===== src/rtl/ped_signal_if.sv =====
// ----------------------------------------------------------------------------
// ped_signal_if
// Bundles the vehicle-light inputs and the pedestrian lamp outputs that pass
// between the upstream traffic-light controller and the ped_signal stage.
//
//   Stop       hold, shared with the upstream controller
//   veh_g      vehicle green  (upstream Gout)
//   veh_y      vehicle yellow (upstream Yout)
//   veh_r      vehicle red    (upstream Rout)
//   walk       WALK lamp
//   dont_walk  DONT-WALK lamp (blinks while flashing)
//   countdown  remaining cycles in WALK/FLASH, 0 otherwise
//   fault      sticky illegal-input flag
//
// master: side that drives the vehicle lights and observes the lamps.
// slave : the ped_signal stage itself.
// ----------------------------------------------------------------------------
interface ped_signal_if #(
    parameter int CW = 4
);
    logic          Stop;
    logic          veh_g;
    logic          veh_y;
    logic          veh_r;
    logic          walk;
    logic          dont_walk;
    logic [CW-1:0] countdown;
    logic          fault;

    modport master (
        output Stop, veh_g, veh_y, veh_r,
        input  walk, dont_walk, countdown, fault
    );

    modport slave (
        input  Stop, veh_g, veh_y, veh_r,
        output walk, dont_walk, countdown, fault
    );
endinterface


===== src/rtl/ped_signal.sv =====
// ----------------------------------------------------------------------------
// ped_signal
// Pedestrian crossing signal stage sitting directly downstream of the vehicle
// traffic-light controller. A rising vehicle red starts a solid WALK phase,
// followed by a flashing DONT-WALK phase, then solid DONT-WALK. A sticky fault
// detector forces DONT-WALK whenever the vehicle lights are illegal.
//
// Parameters
//   WALK_CYC   cycles of solid WALK after red onset (1..2^CW-1)
//   FLASH_CYC  cycles of flashing DONT-WALK after WALK (1..2^CW-1)
//   CW         countdown width (must match the interface CW)
//
// Ports
//   clk    rising-edge clock
//   reset  synchronous, active-high; wins over every other input
//   bus    ped_signal_if.slave: Stop, veh_g/y/r in; walk, dont_walk,
//          countdown, fault out (all outputs registered)
// ----------------------------------------------------------------------------
module ped_signal #(
    parameter int WALK_CYC  = 6,
    parameter int FLASH_CYC = 4,
    parameter int CW        = 4
) (
    input  logic        clk,
    input  logic        reset,
    ped_signal_if.slave bus
);

    typedef enum logic [1:0] {
        ST_DONT,
        ST_WALK,
        ST_FLASH,
        ST_FAULT
    } state_t;

    localparam logic [CW-1:0] WALK_LOAD  = CW'(WALK_CYC - 1);
    localparam logic [CW-1:0] FLASH_LOAD = CW'(FLASH_CYC - 1);

    // Registered state
    state_t        state;
    logic [CW-1:0] cnt;
    logic          blink;
    logic          pend;
    logic          armed;
    logic          fault_q;
    logic          prev_g;
    logic          prev_y;
    logic          prev_r;
    logic          walk_q;
    logic          dont_walk_q;
    logic [CW-1:0] countdown_q;

    // Next-state values
    state_t        state_nxt;
    logic [CW-1:0] cnt_nxt;
    logic          blink_nxt;
    logic          pend_nxt;
    logic          armed_nxt;
    logic          fault_nxt;
    logic          walk_nxt;
    logic          dont_walk_nxt;
    logic [CW-1:0] countdown_nxt;

    // Input qualification
    logic onehot;
    logic red_rise;
    logic fault_det;

    assign onehot = ( bus.veh_g & ~bus.veh_y & ~bus.veh_r) |
                    (~bus.veh_g &  bus.veh_y & ~bus.veh_r) |
                    (~bus.veh_g & ~bus.veh_y &  bus.veh_r);

    assign red_rise = bus.veh_r & ~prev_r;

    // Checks stay masked until the first legal one-hot pattern, so an upstream
    // block still coming out of reset (all-off or X) cannot trip the fault.
    // R->Y is the only illegal step between legal patterns; G->R and any->G
    // are legitimate upstream jumps.
    assign fault_det = armed & (~onehot | (prev_r & bus.veh_y));

    // NOTE: defaults are assigned first so every path drives every signal;
    // a missing assignment in combinational logic would infer a latch.
    always_comb begin
        state_nxt = state;
        cnt_nxt   = cnt;
        blink_nxt = blink;
        pend_nxt  = pend;
        fault_nxt = fault_q;
        armed_nxt = armed | onehot;

        if (state == ST_FAULT || fault_det) begin
            // Fault is absorbing and ignores Stop.
            state_nxt = ST_FAULT;
            cnt_nxt   = '0;
            blink_nxt = 1'b0;
            pend_nxt  = 1'b0;
            fault_nxt = 1'b1;
        end else if (!bus.veh_r) begin
            // Red ended (possibly early): abandon any crossing, drop a
            // pending request that never got served.
            pend_nxt = 1'b0;
            if (state != ST_DONT) begin
                state_nxt = ST_DONT;
                cnt_nxt   = '0;
                blink_nxt = 1'b0;
            end
        end else if (bus.Stop) begin
            // Frozen; only remember a red onset so it is served after release.
            if (state == ST_DONT && red_rise) begin
                pend_nxt = 1'b1;
            end
        end else begin
            unique case (state)
                ST_DONT: begin
                    if (red_rise || pend) begin
                        state_nxt = ST_WALK;
                        cnt_nxt   = WALK_LOAD;
                        pend_nxt  = 1'b0;
                    end
                end
                ST_WALK: begin
                    if (cnt == '0) begin
                        state_nxt = ST_FLASH;
                        cnt_nxt   = FLASH_LOAD;
                        blink_nxt = 1'b1;
                    end else begin
                        cnt_nxt = cnt - 1'b1;
                    end
                end
                ST_FLASH: begin
                    if (cnt == '0) begin
                        state_nxt = ST_DONT;
                        cnt_nxt   = '0;
                        blink_nxt = 1'b0;
                    end else begin
                        cnt_nxt   = cnt - 1'b1;
                        blink_nxt = ~blink;
                    end
                end
                ST_FAULT: begin
                    state_nxt = ST_FAULT;
                end
                default: begin
                    state_nxt = ST_DONT;
                end
            endcase
        end

        // Lamps are decoded from the next state so the registered outputs
        // line up with the state they describe.
        walk_nxt      = (state_nxt == ST_WALK);
        dont_walk_nxt = (state_nxt == ST_FLASH) ? blink_nxt
                                                : (state_nxt != ST_WALK);
        countdown_nxt = (state_nxt == ST_WALK || state_nxt == ST_FLASH)
                        ? cnt_nxt : '0;
    end

    // NOTE: non-blocking assignments so every register updates from the
    // values present before the edge, independent of statement order.
    always_ff @(posedge clk) begin
        if (reset) begin
            state       <= ST_DONT;
            cnt         <= '0;
            blink       <= 1'b0;
            pend        <= 1'b0;
            armed       <= 1'b0;
            fault_q     <= 1'b0;
            prev_g      <= 1'b0;
            prev_y      <= 1'b0;
            prev_r      <= 1'b0;
            walk_q      <= 1'b0;
            dont_walk_q <= 1'b1;
            countdown_q <= '0;
        end else begin
            state       <= state_nxt;
            cnt         <= cnt_nxt;
            blink       <= blink_nxt;
            pend        <= pend_nxt;
            armed       <= armed_nxt;
            fault_q     <= fault_nxt;
            // Sampled every cycle, Stop included, so edge detection stays
            // aligned with what upstream actually showed.
            prev_g      <= bus.veh_g;
            prev_y      <= bus.veh_y;
            prev_r      <= bus.veh_r;
            walk_q      <= walk_nxt;
            dont_walk_q <= dont_walk_nxt;
            countdown_q <= countdown_nxt;
        end
    end

    assign bus.walk      = walk_q;
    assign bus.dont_walk = dont_walk_q;
    assign bus.countdown = countdown_q;
    assign bus.fault     = fault_q;

endmodule


===== src/flat_wrapper.sv =====
// flat-port wrapper written by rule: the top's interface ports become plain ports
module ped_signal_flat 
#(
    parameter int WALK_CYC  = 6,
    parameter int FLASH_CYC = 4,
    parameter int CW        = 4
)
  (clk, reset, bus_Stop, bus_veh_g, bus_veh_y, bus_veh_r, bus_walk, bus_dont_walk, bus_countdown, bus_fault);
  ped_signal_if #(.CW(CW)) bus_i ();
  input  logic clk;
  input  logic reset;
  input wire logic [$bits(bus_i.Stop)-1:0] bus_Stop;
  input wire logic [$bits(bus_i.veh_g)-1:0] bus_veh_g;
  input wire logic [$bits(bus_i.veh_y)-1:0] bus_veh_y;
  input wire logic [$bits(bus_i.veh_r)-1:0] bus_veh_r;
  output wire logic [$bits(bus_i.walk)-1:0] bus_walk;
  output wire logic [$bits(bus_i.dont_walk)-1:0] bus_dont_walk;
  output wire logic [$bits(bus_i.countdown)-1:0] bus_countdown;
  output wire logic [$bits(bus_i.fault)-1:0] bus_fault;
  assign bus_i.Stop = bus_Stop;
  assign bus_i.veh_g = bus_veh_g;
  assign bus_i.veh_y = bus_veh_y;
  assign bus_i.veh_r = bus_veh_r;
  assign bus_walk = bus_i.walk;
  assign bus_dont_walk = bus_i.dont_walk;
  assign bus_countdown = bus_i.countdown;
  assign bus_fault = bus_i.fault;
  ped_signal #(.WALK_CYC(WALK_CYC), .FLASH_CYC(FLASH_CYC), .CW(CW)) u_core (.clk(clk), .reset(reset), .bus(bus_i));
endmodule

===== config.mk =====
export PLATFORM = sky130hd
export DESIGN_NAME = ped_signal_flat
export DESIGN_NICKNAME = d
export VERILOG_FILES = /design/src/rtl/ped_signal_if.sv /design/src/rtl/ped_signal.sv /design/src/flat_wrapper.sv
export SDC_FILE = /design/constraint.sdc
export NUM_CORES = 1
export LEC_CHECK = 0
export ABC_AREA = 1
export BUFFER_PORTS_ARGS = -buffer_cell sky130_fd_sc_hd__buf_4
export CAP_MARGIN = 40
export CORE_UTILIZATION = 44
export CTS_BUF_LIST = sky130_fd_sc_hd__clkbuf_4
export CTS_CLUSTER_DIAMETER = 50
export DETAILED_ROUTE_END_ITERATION = 16
export SLEW_MARGIN = 30
export SYNTH_ARGS = -nofsm -noshare
export SYNTH_HDL_FRONTEND = slang
export SYNTH_SLANG_ARGS = --single-unit

===== constraint.sdc =====
create_clock -name clk -period 3.6 [get_ports clk]
set_clock_uncertainty 0.15 [all_clocks]
set_input_delay 0.72 -clock clk [delete_from_list [all_inputs] [get_ports clk]]
set_output_delay 0.72 -clock clk [all_outputs]
set_load 0.03 [all_outputs]

==> flow_metrics.py <==
metrics = {
    "yosys": {
        "async_reset_ff_frac": 0,
        "synthCells": 147,
        "ys_ff_latch": 17,
        "synth_commonest_cells": "nand2_1, nor2_1, dfxtp_1",
        "yosysTopAreaCellShare": 0.3371,
        "syn_area_um2": 1010,
        "ys_top_cells_by_area": "dfxtp_1, nand2_1, ha_1",
        "syn-num-nets": 160,
        "synth.most_common_cell": "nand2_1",
        "ys_seq_area_frac": 0.3371,
        "synth-edff-count": 0,
        "yosysUniqueCellTypes": 22,
        "yosys_warnings": 0,
        "synth_area_per_cell_um2": 6.869,
        "synthFlopType": "dfxtp_1",
        "synth_top_cell_by_area": "dfxtp_1",
    },
    "worst_setup_path": {
        "r2r-end": "u_core.bus.countdown[3]$_SDFF_PP0_",
        "reg2reg_from": "u_core.state[0]$_SDFF_PP0_",
        "reg2regPathDepth": 11,
        "timing.reg2reg.setup_slack_ns": 1.16,
        "crit_type": "register to register",
        "required_ns": 3.66,
        "crit_end": "u_core.bus.countdown[3]$_SDFF_PP0_",
        "cp-startpoint": "u_core.state[0]$_SDFF_PP0_",
        "critPathMaxFanout": 8,
        "critPathArrivalTime_ns": 2.51,
        "cp-end-kind": "register",
        "cp-start-kind": "register",
    },
    "final_layout": {
        "insertedDiodeCount": 0,
        "fin_util": 0.5625,
        "fin_cells": 189,
        "layout-drive-gt1-share": 0.2222,
        "area_delta_synth_final_pct": 14.87,
        "fillers": 199,
        "design_area_um2": 1160,
        "fin_nets": 176,
    },
    "floorplan": {
        "rows": 16,
        "initial_core_util": 0.4897,
        "core_um2": 2062,
        "die_h_um": 49.91,
        "die_w_um": 49.91,
        "die_area_um2": 2491,
        "io_pins": 13,
    },
    "sta": {
        "max_freq_ghz": 0.4092,
        "timing.final.crit_share": 0.6788,
        "slew_headroom": 0.7747,
        "tns_ns": 0,
        "worst_pin_slew_ns": 0.3345,
        "maxSlewViolCount": 0,
        "hold_violations": 0,
        "layout_min_cycle_time_ns": 2.444,
        "finalSetupViolCount": 0,
        "rsz0062_at_grt": "false",
    },
    "run_status": {
        "status": "completed",
    },
    "pwr": {
        "p_per_area_nw_per_um2": 493.0,
        "p_leak_uw": 0.0005925,
        "finalPower_uw": 571.8,
        "ir_drop_v": 0.0002913,
    },
    "cts": {
        "clockBufferDepth": 2,
        "cts_sinks": 17,
        "postCtsSetupBuffers": 0,
        "cts_hold_buffers": 0,
        "ctsResizeCount": 0,
        "clk_pin_slew_ns": 0.09,
        "insertion_delay_ns": 0.28,
        "cts_max_level": 1,
        "cts_buffers": 3,
        "cts_root_buf": "clkbuf_4",
        "tritoncts": "done",
    },
    "worst_hold_path": {
        "hold_class": "register to register",
        "min_from": "u_core.bus.fault$_SDFFE_PP0N_",
    },
    "drt": {
        "drtIter0Drc": 16,
        "wirelength_um": 2082,
        "viasPerCell": 4.746,
        "route.detailed.drc": 0,
        "ant_nets": 0,
        "vias": 897,
        "wire_per_inst_um": 11.02,
        "first_pass_iters": 4,
    },
    "run": {
        "maxCapViolCount": 0,
    },
    "global_route": {
        "grt_max_degree": 14,
        "grt_pass1_wl_um": 3719,
        "grt-ovfl-total": 0,
        "grt_usage": 0.1929,
        "antenna_found_initial": 0,
        "grt_pass1_vias": 920,
    },
    "placement": {
        "port_buffers": 12,
        "placed_area_um2": 1130,
        "dp_hpwl_um": 1677,
        "gp_congestion": 0.8311,
        "numPlacedInstances": 185,
    },
}
## metrics by stage
step / setup slack (ns) / hold WS (ns)
2_1_floorplan: 1.298 / 0.3070
3_3_place_gp: 1.070 / 0.3192
3_5_place_dp: 0.9867 / 0.3081
4_1_cts: 1.150 / 0.3411
5_1_grt: 0.9490 / 0.3825
6_report: 1.156 / 0.3371
## state kept, by name, indices dropped and copies added, names as in the netlist
signal and flops:
u_core.bus.fault 1, u_core.pend 1, u_core.bus.dont_walk 1, u_core.bus.countdown 4, u_core.state 2, u_core.prev_r 1, u_core.bus.walk 1, u_core.cnt 4
u_core.blink 1, u_core.armed 1
## worst max-delay path, cell delays in order (launching register included)
cell and delay, ns:
dfxtp_1 0.40, inv_1 0.12, ha_1 0.27, inv_1 0.21, o21ai_0 0.13, nand2_1 0.08
nand2_1 0.09, nand2_2 0.08, inv_1 0.06, ha_1 0.27, or2_2 0.33, nor3_1 0.19
## layer usage
layer,global-route usage,routed length [um],vias up
met2,0.3311,979,16
met1,0.2467,1033,391
met5,0,0,-
met3,0.01852,46,4
met4,0.07143,23,0
li1,-,-,486
## cells in the final DEF (no fill, tap or decap), drive strengths merged
cell | Yosys | final
o21bai | 1 | 1
buf | 0 | 12
ha | 7 | 7
o21ai | 4 | 4
nand3 | 10 | 10
nor3 | 2 | 2
nand3b | 1 | 1
inv | 18 | 18
nand2 | 50 | 50
clkbuf | 1 | 4
or2 | 1 | 1
nor2 | 26 | 26
o2111ai | 1 | 1
a21oi | 8 | 8
dfxtp | 17 | 17
## kinds of logic (layout without fill, tap and decap cells)
family	count (synthesis)	in the layout	share of synthesized area
AOI/OAI and AO/OA	14	14	0.08303
adders and majority gates	7	7	0.08674
buffers and inverters	19	34	0.07559
DFF	17	17	0.3371
and+or+nand+nor	90	90	0.4176
## where the power goes
group | internal (uW) | switching [uW]
Sequential | 210 | 14.1
Clock | 50.6 | 56.1
Combinational | 83.3 | 158
## area by class of cell
cell class                 instances  area, um2  area share
tap                               27      33.78     0.02913
sequential                        17      340.3      0.2934
multi-input combinational        111      593.1      0.5113
timing repair buffer              12      90.09     0.07767
inverter                          18      72.57     0.06257
clock buffer                       4      30.03     0.02589
## how the worst min path moves through the flow
stage                                     to  depth (start not counted)  slack [ns]
2_1_floorplan        u_core.armed$_SDFF_PP0_                          2        0.31
3_3_place_gp   u_core.bus.fault$_SDFFE_PP0N_                          2        0.32
3_5_place_dp   u_core.bus.fault$_SDFFE_PP0N_                          2        0.31
4_1_cts        u_core.bus.fault$_SDFFE_PP0N_                          2        0.34
5_1_grt        u_core.bus.fault$_SDFFE_PP0N_                          2        0.38
6_report       u_core.bus.fault$_SDFFE_PP0N_                          2        0.34
(Power assumes the default switching activity.)
